[config.mk]
export PLATFORM = sky130hd
export DESIGN_NAME = macc_pipe_flat
export DESIGN_NICKNAME = d
export VERILOG_FILES = /design/src/rtl/macc_pipe_if.sv /design/src/rtl/macc_pipe.sv /design/src/flat_wrapper.sv
export SDC_FILE = /design/constraint.sdc
export NUM_CORES = 1
export LEC_CHECK = 0
export ABC_AREA = 1
export BUFFER_PORTS_ARGS = -buffer_cell sky130_fd_sc_hd__buf_2
export CORE_MARGIN = 2
export CORE_UTILIZATION = 45
export CTS_BUF_LIST = sky130_fd_sc_hd__clkbuf_8
export DETAILED_ROUTE_END_ITERATION = 8
export MAX_ROUTING_LAYER = met4
export PLACE_DENSITY = 0.59
export SLEW_MARGIN = 0
export SYNTH_ARGS = -nofsm -noshare
export SYNTH_HDL_FRONTEND = slang
export SYNTH_SLANG_ARGS = --single-unit
export TNS_END_PERCENT = 20
[constraint.sdc]
create_clock -name clk -period 4.4 [get_ports clk]
set_input_delay 0.22 -clock clk [delete_from_list [all_inputs] [get_ports clk]]
set_output_delay 0.22 -clock clk [all_outputs]
set_load 0.1 [all_outputs]
[src/rtl/macc_pipe_if.sv]
// macc_pipe_if: sample-in / result-out handshake bundle for macc_pipe
interface macc_pipe_if #(
    parameter int unsigned A_W = 25,
    parameter int unsigned B_W = 18,
    parameter int unsigned P_W = 48
);
    logic           in_valid;
    logic           in_ready;
    logic [A_W-1:0] a;
    logic [B_W-1:0] b;
    logic           carryin;
    logic           acc_en;
    logic           clr;
    logic [P_W-1:0] p;
    logic           out_valid;
    logic           out_ready;
    logic           ovf;

    modport master (
        output in_valid, a, b, carryin, acc_en, clr, out_ready,
        input  in_ready, p, out_valid, ovf
    );

    modport slave (
        input  in_valid, a, b, carryin, acc_en, clr, out_ready,
        output in_ready, p, out_valid, ovf
    );
endinterface

[src/rtl/macc_pipe.sv]
// macc_pipe: two-stage pipelined multiply-accumulate with valid/ready flow control
module macc_pipe #(
    parameter int unsigned A_W    = 25,
    parameter int unsigned B_W    = 18,
    parameter int unsigned P_W    = 48,
    parameter bit          SIGNED = 1'b0
) (
    input logic        clk,
    input logic        rst,
    macc_pipe_if.slave bus
);
    logic signed [A_W:0]       a_x;
    logic signed [B_W:0]       b_x;
    logic signed [A_W+B_W+1:0] prod;
    logic [P_W-1:0]            m_d;
    logic [P_W-1:0]            m_q;
    logic [P_W-1:0]            p_q;
    logic [P_W-1:0]            base;
    logic [P_W-1:0]            s1;
    logic [P_W:0]              sum;
    logic                      m_v;
    logic                      cin_q;
    logic                      acc_q;
    logic                      out_v;
    logic                      ovf_q;
    logic                      ov;
    logic                      s2_adv;
    logic                      in_rdy;

    // One extra operand bit lets a single signed multiplier serve both modes
    always_comb begin
        a_x  = {SIGNED & bus.a[A_W-1], bus.a};
        b_x  = {SIGNED & bus.b[B_W-1], bus.b};
        prod = a_x * b_x;
        m_d  = P_W'(prod);
    end

    // Stage-2 adder; s1 isolates the accumulate step for the signed overflow test
    always_comb begin
        base = acc_q ? p_q : '0;
        sum  = {1'b0, base} + {1'b0, m_q} + {{P_W{1'b0}}, cin_q};
        s1   = base + m_q;
        ov   = SIGNED ? ((acc_q & (base[P_W-1] == m_q[P_W-1]) & (s1[P_W-1] != base[P_W-1]))
                        | (cin_q & ~s1[P_W-1] & sum[P_W-1]))
                      : sum[P_W];
    end

    assign s2_adv        = m_v & (~out_v | bus.out_ready);
    assign in_rdy        = ~bus.clr & (~m_v | s2_adv);
    assign bus.in_ready  = in_rdy;
    assign bus.p         = p_q;
    assign bus.out_valid = out_v;
    assign bus.ovf       = ovf_q;

    // Stage 1: register the extended product with its carry-in and accumulate flag
    always_ff @(posedge clk or negedge rst) begin
        if (!rst) begin
            m_v   <= 1'b0;
            m_q   <= '0;
            cin_q <= 1'b0;
            acc_q <= 1'b0;
        end else if (bus.clr) begin
            m_v <= 1'b0;
        end else if (in_rdy) begin
            m_v <= bus.in_valid;
            if (bus.in_valid) begin
                m_q   <= m_d;
                cin_q <= bus.carryin;
                acc_q <= bus.acc_en;
            end
        end
    end

    // Stage 2: result/accumulator register, output valid and sticky overflow
    always_ff @(posedge clk or negedge rst) begin
        if (!rst) begin
            p_q   <= '0;
            out_v <= 1'b0;
            ovf_q <= 1'b0;
        end else if (bus.clr) begin
            p_q   <= '0;
            out_v <= 1'b0;
            ovf_q <= 1'b0;
        end else if (s2_adv) begin
            p_q   <= sum[P_W-1:0];
            out_v <= 1'b1;
            ovf_q <= ovf_q | ov;
        end else if (bus.out_ready) begin
            out_v <= 1'b0;
        end
    end
endmodule

[src/flat_wrapper.sv]
// flat-port wrapper written by rule: the top's interface ports become plain ports
module macc_pipe_flat 
#(
    parameter int unsigned A_W    = 25,
    parameter int unsigned B_W    = 18,
    parameter int unsigned P_W    = 48,
    parameter bit          SIGNED = 1'b0
)
  (clk, rst, bus_in_valid, bus_a, bus_b, bus_carryin, bus_acc_en, bus_clr, bus_out_ready, bus_in_ready, bus_p, bus_out_valid, bus_ovf);
  macc_pipe_if #(.A_W(A_W), .B_W(B_W), .P_W(P_W)) bus_i ();
  input logic clk;
  input logic rst;
  input wire logic [$bits(bus_i.in_valid)-1:0] bus_in_valid;
  input wire logic [$bits(bus_i.a)-1:0] bus_a;
  input wire logic [$bits(bus_i.b)-1:0] bus_b;
  input wire logic [$bits(bus_i.carryin)-1:0] bus_carryin;
  input wire logic [$bits(bus_i.acc_en)-1:0] bus_acc_en;
  input wire logic [$bits(bus_i.clr)-1:0] bus_clr;
  input wire logic [$bits(bus_i.out_ready)-1:0] bus_out_ready;
  output wire logic [$bits(bus_i.in_ready)-1:0] bus_in_ready;
  output wire logic [$bits(bus_i.p)-1:0] bus_p;
  output wire logic [$bits(bus_i.out_valid)-1:0] bus_out_valid;
  output wire logic [$bits(bus_i.ovf)-1:0] bus_ovf;
  assign bus_i.in_valid = bus_in_valid;
  assign bus_i.a = bus_a;
  assign bus_i.b = bus_b;
  assign bus_i.carryin = bus_carryin;
  assign bus_i.acc_en = bus_acc_en;
  assign bus_i.clr = bus_clr;
  assign bus_i.out_ready = bus_out_ready;
  assign bus_in_ready = bus_i.in_ready;
  assign bus_p = bus_i.p;
  assign bus_out_valid = bus_i.out_valid;
  assign bus_ovf = bus_i.ovf;
  macc_pipe #(.A_W(A_W), .B_W(B_W), .P_W(P_W), .SIGNED(SIGNED)) u_core (.clk(clk), .rst(rst), .bus(bus_i));
endmodule
==> summary.md <==
| Metric | Value |
|---|---|
| Maximum number of pins on one net before global-route repair | `67` |
| Register-to-register setup slack | `1.28 ns` |
| Final layout net count | `4288` |
| Sequential area share after synthesis | `10.29%` |
| End of the worst register-to-register path | `u_core.bus.p[32]` |
| Longest Clk Path Bufs | `2` |
| DRT Pass-1 Iters | `5` |
| M3 GR Usage | `2.026%` |
| 1st-iter DRT viols | `1096` |
| Hold Crit Endpoint | `u_core.m_v` |
| Tightest slew margin relative to the limit | `34.89%` |
| Hold WC Path Type | `in2reg` |
| Number of nets with antenna violations after routing | `0` |
| Worst slack, placed | `-0.9939 ns` |
| Post-detailed-route wirelength per cell | `14.63 µm` |
| Number of distinct standard cells referenced by the synthesized netlist | `36` |
| Initial core utilization | `45.52%` |
| Cell count after synthesis | `3494` |
| Worst Hold Depth | `3` |
| Wire length reported by the detailed router | `64270 µm` |
| Start of the worst register-to-register path | `u_core.acc_q` |
| Skew final | `0.01364 ns` |
| Remaining design rule violation count | `0` |
| Result of the run | `complete, but fails checks` |
| Core Area | `51300 µm²` |
| Via count of the first global-routing pass | `21160` |
| Detailed-placement wirelength estimate | `55270 µm` |
| Global-route wire length before repair | `106400 µm` |
| Clock latency reported for the late side of the worst-skew pair | `0.43 ns` |
| Inserted Clock Buffers | `9` |
| Critical path endpoint category | `register` |
| Total of flip-flops plus latches after synthesis | `96` |
| Via density per instance | `4.697` |
| Final period util | `108.2%` |
| Global route hottest layer | `met2` |
| Weighted congestion at the end of routability-driven global placement | `0.9763` |
| Final design area excluding fillers | `27700 µm²` |
| Origin of the worst min-delay path | `bus_in_valid` |
| Via count | `20640` |
| Met2 demand-to-capacity share in global routing | `44.24%` |
| Total placed instance area | `26150 µm²` |
| Post-layout utilization of the core | `53.99%` |
| Critical path type | `in2reg` |
| Setup repair after global routing missed its margin | `yes` |
| CTS tree | `built` |
| CP required | `4.71 ns` |
| Pins over their slew limit | `0` |
| Initial antenna violation count | `0` |
| Overall track demand over capacity in global routing | `25.51%` |
| Worst R2R Path Depth | `15` |
| Time the final worst path needs with I/O delays and setup | `4.762 ns` |
| Std-Cell Rows | `83` |
| Final count of hold timing violations | `0` |
| Number of H-tree levels | `3` |
| Fill cells | `5210` |
| I/O pin total | `101` |
| M1 GR Usage | `32.50%` |
| Die Y | `231.8 µm` |
| Root Buffer | `sky130_fd_sc_hd__clkbuf_8` |
| Antenna Diode Count | `0` |
| Area of the die | `53740 µm²` |
| Post-synth net total | `4073` |
| Measured slew at the worst slew-check pin | `0.9756 ns` |
| Ys Warns | `0` |
| TritonCTS Sinks | `96` |
| Total setup violations reported at the end of the flow | `30` |
| GRT overflow | `0` |
| Peak clock frequency supported by timing | `0.2100 GHz` |
| Horizontal die dimension | `231.8 µm` |
| Max-capacitance violation count | `0` |
| Synthesized area per cell | `6.684 µm²` |
| Category of the worst setup path launch point | `input port` |
| Final total negative setup slack | `-7.583 ns` |
| Synthesis-to-layout area growth | `18.61%` |
| Cell area after synthesis | `23350 µm²` |
| Failing checks | `setup timing` |
| Clock Pin Slew Worst Setup and Hold Paths | `0.09 ns` |
| Maximum fanout along the worst path | `11` |
| Slack of the critical path | `-0.3618 ns` |
| Share of final-layout standard cells stronger than drive strength 1 | `16.80%` |
| Quantity of I/O buffers inserted on ports | `100` |
| Endpoint arrival time on the critical path | `5.07 ns` |
## repair_timing
item	4_1_cts	5_1_grt
hold endpoints to repair	63	0
setup endpoints to repair	32	32
hold buffers	3	0
resized for setup	133	193
buffers inserted	10	11
gates cloned	1	2
pin swaps	46	92
## area by class of cell
type                       instances  area [µm²]  area share (%)
clock buffer                       9       123.9          0.4472
clock inverter                     7       105.1          0.3794
inverter                         966        3631           13.11
multi-input combinational       2304       17780           64.18
sequential                        96        2402           8.672
tap                              680       850.8           3.072
timing repair buffer             332        2809           10.14
## cells in the mapped netlist
library cell               number  share of area (%)
sky130_fd_sc_hd__nand2_1     1267                 20
sky130_fd_sc_hd__inv_1        962                 15
sky130_fd_sc_hd__fa_1         370                 32
sky130_fd_sc_hd__ha_1         159                8.5
sky130_fd_sc_hd__nor2_1       127                2.0
sky130_fd_sc_hd__clkbuf_1     115                1.8
sky130_fd_sc_hd__nand3_1       99                2.1
sky130_fd_sc_hd__dfrtp_1       96                 10
sky130_fd_sc_hd__a21oi_1       87                1.9
sky130_fd_sc_hd__o21ai_0       58                1.2
sky130_fd_sc_hd__nor2_2        25               0.67
sky130_fd_sc_hd__xnor2_1       19               0.71
sky130_fd_sc_hd__nand2_2       17               0.46
sky130_fd_sc_hd__nor3_1        13               0.28
sky130_fd_sc_hd__nand4_1       11               0.29
sky130_fd_sc_hd__o21ai_1        9               0.19
sky130_fd_sc_hd__buf_2          7               0.15
sky130_fd_sc_hd__nand3_2        6               0.26
sky130_fd_sc_hd__o21bai_1       6               0.19
sky130_fd_sc_hd__xor2_1         6               0.23
sky130_fd_sc_hd__buf_1          5              0.080
sky130_fd_sc_hd__nand3b_1       5               0.16
sky130_fd_sc_hd__nor2_4         5               0.24
sky130_fd_sc_hd__inv_2          4              0.064
sky130_fd_sc_hd__o31ai_1        3              0.096
sky130_fd_sc_hd__a22o_1         2              0.075
sky130_fd_sc_hd__nor3_2         2              0.086
sky130_fd_sc_hd__a31oi_1        1              0.027
sky130_fd_sc_hd__and2_0         1              0.027
sky130_fd_sc_hd__and2_1         1              0.027
sky130_fd_sc_hd__and2_4         1              0.038
sky130_fd_sc_hd__buf_6          1              0.048
sky130_fd_sc_hd__nand2_4        1              0.048
sky130_fd_sc_hd__nor4_1         1              0.027
sky130_fd_sc_hd__o21ai_2        1              0.038
sky130_fd_sc_hd__or2_1          1              0.027
## cell usage in the layout, fill, tap and decap left out, types with 5 or more instances in the layout
master                     count
sky130_fd_sc_hd__o21ai_0      52
sky130_fd_sc_hd__a21oi_2      18
sky130_fd_sc_hd__nor2_1       99
sky130_fd_sc_hd__clkbuf_8      9
sky130_fd_sc_hd__fa_1        358
sky130_fd_sc_hd__nor3_1        5
sky130_fd_sc_hd__nand3b_1      5
sky130_fd_sc_hd__fa_2         12
sky130_fd_sc_hd__a21oi_1      66
sky130_fd_sc_hd__buf_4       205
sky130_fd_sc_hd__nor3_2        9
sky130_fd_sc_hd__ha_4         21
sky130_fd_sc_hd__xnor2_2       7
sky130_fd_sc_hd__xnor2_1      12
sky130_fd_sc_hd__nor2_4       14
sky130_fd_sc_hd__buf_12       19
sky130_fd_sc_hd__buf_8        11
sky130_fd_sc_hd__nand2_2      62
sky130_fd_sc_hd__xor2_1        6
sky130_fd_sc_hd__inv_1       919
sky130_fd_sc_hd__nand3_1      89
sky130_fd_sc_hd__nand3_2      13
sky130_fd_sc_hd__nand2_4      18
sky130_fd_sc_hd__dfrtp_1      96
sky130_fd_sc_hd__o21bai_1      5
sky130_fd_sc_hd__o21ai_1      15
sky130_fd_sc_hd__ha_1        135
sky130_fd_sc_hd__buf_2        64
sky130_fd_sc_hd__inv_2        49
sky130_fd_sc_hd__nand4_1      11
sky130_fd_sc_hd__nor2_2       44
sky130_fd_sc_hd__nand2_1    1204
sky130_fd_sc_hd__buf_6        25
## registers in the layout (all words and copies together) (netlist names)
register,cells
u_core.bus.p,48
u_core.bus.ovf,1
u_core.cin_q,1
u_core.m_v,1
u_core.m_q,43
u_core.bus.out_valid,1
u_core.acc_q,1
## how the worst max path moves through the flow
| stage | from | end | slack (ns) | cells after the start |
|---|---|---|---|---|
| floorplan | bus_b[8] | u_core.m_q[41] | -0.53 | 26 |
| finish | bus_a[13] | u_core.m_q[35] | -0.36 | 22 |
| CTS | bus_a[6] | u_core.m_q[41] | -0.33 | 25 |
| detailed placement | bus_b[3] | u_core.m_q[34] | -0.99 | 22 |
| global placement | bus_b[3] | u_core.m_q[41] | -1.00 | 23 |
| global route | bus_b[8] | u_core.m_q[19] | -0.56 | 25 |
## routing by layer
| layer | wire length, µm | part of all wire (%) |
|---|---|---|
| met1 | 29240 | 45 |
| met2 | 31730 | 49 |
| met3 | 1909 | 3.0 |
| met4 | 1396 | 2.2 |
| met5 | 0 | 0 |
## kinds of logic after synthesis
family / after synthesis / synth area share [%]
and+or+nand+nor: 1583 / 27.16
AOI/OAI and AO/OA: 167 / 3.729
adders and majority gates: 529 / 40.23
DFF: 96 / 10.29
buffers and inverters: 1094 / 17.65
xor gates and xnor gates: 25 / 0.9375
## worst max-delay path: stages
cell and delay [ns]:
sky130_fd_sc_hd__buf_8 0.13, sky130_fd_sc_hd__buf_6 0.13, sky130_fd_sc_hd__nand2_1 0.06, sky130_fd_sc_hd__inv_1 0.05, sky130_fd_sc_hd__fa_1 0.52, sky130_fd_sc_hd__inv_2 0.04
sky130_fd_sc_hd__fa_1 0.54, sky130_fd_sc_hd__inv_2 0.05, sky130_fd_sc_hd__fa_2 0.59, sky130_fd_sc_hd__fa_1 0.41, sky130_fd_sc_hd__fa_1 0.53, sky130_fd_sc_hd__inv_2 0.04
sky130_fd_sc_hd__fa_1 0.51, sky130_fd_sc_hd__inv_2 0.05, sky130_fd_sc_hd__ha_4 0.28, sky130_fd_sc_hd__a21oi_4 0.19, sky130_fd_sc_hd__o21ai_1 0.10, sky130_fd_sc_hd__a21oi_1 0.21
sky130_fd_sc_hd__and2_0 0.19, sky130_fd_sc_hd__nand3_1 0.07, sky130_fd_sc_hd__nand3_1 0.08, sky130_fd_sc_hd__nand2_1 0.06
## metrics by stage
| step | hold WS (ns) | std cells |
|---|---|---|
| final | 0.05766 | 4394 |
| after global routing | 0.07040 | 4394 |
| after CTS | 0.03356 | 4381 |
| after detailed placement | 0.3544 | 4351 |
| after global placement | 0.3640 | 4351 |
| after floorplan | -0.07559 | 3494 |
Power is not shown: default switching activity piles up to over one toggle a cycle in this logic, so the estimate is an artifact.
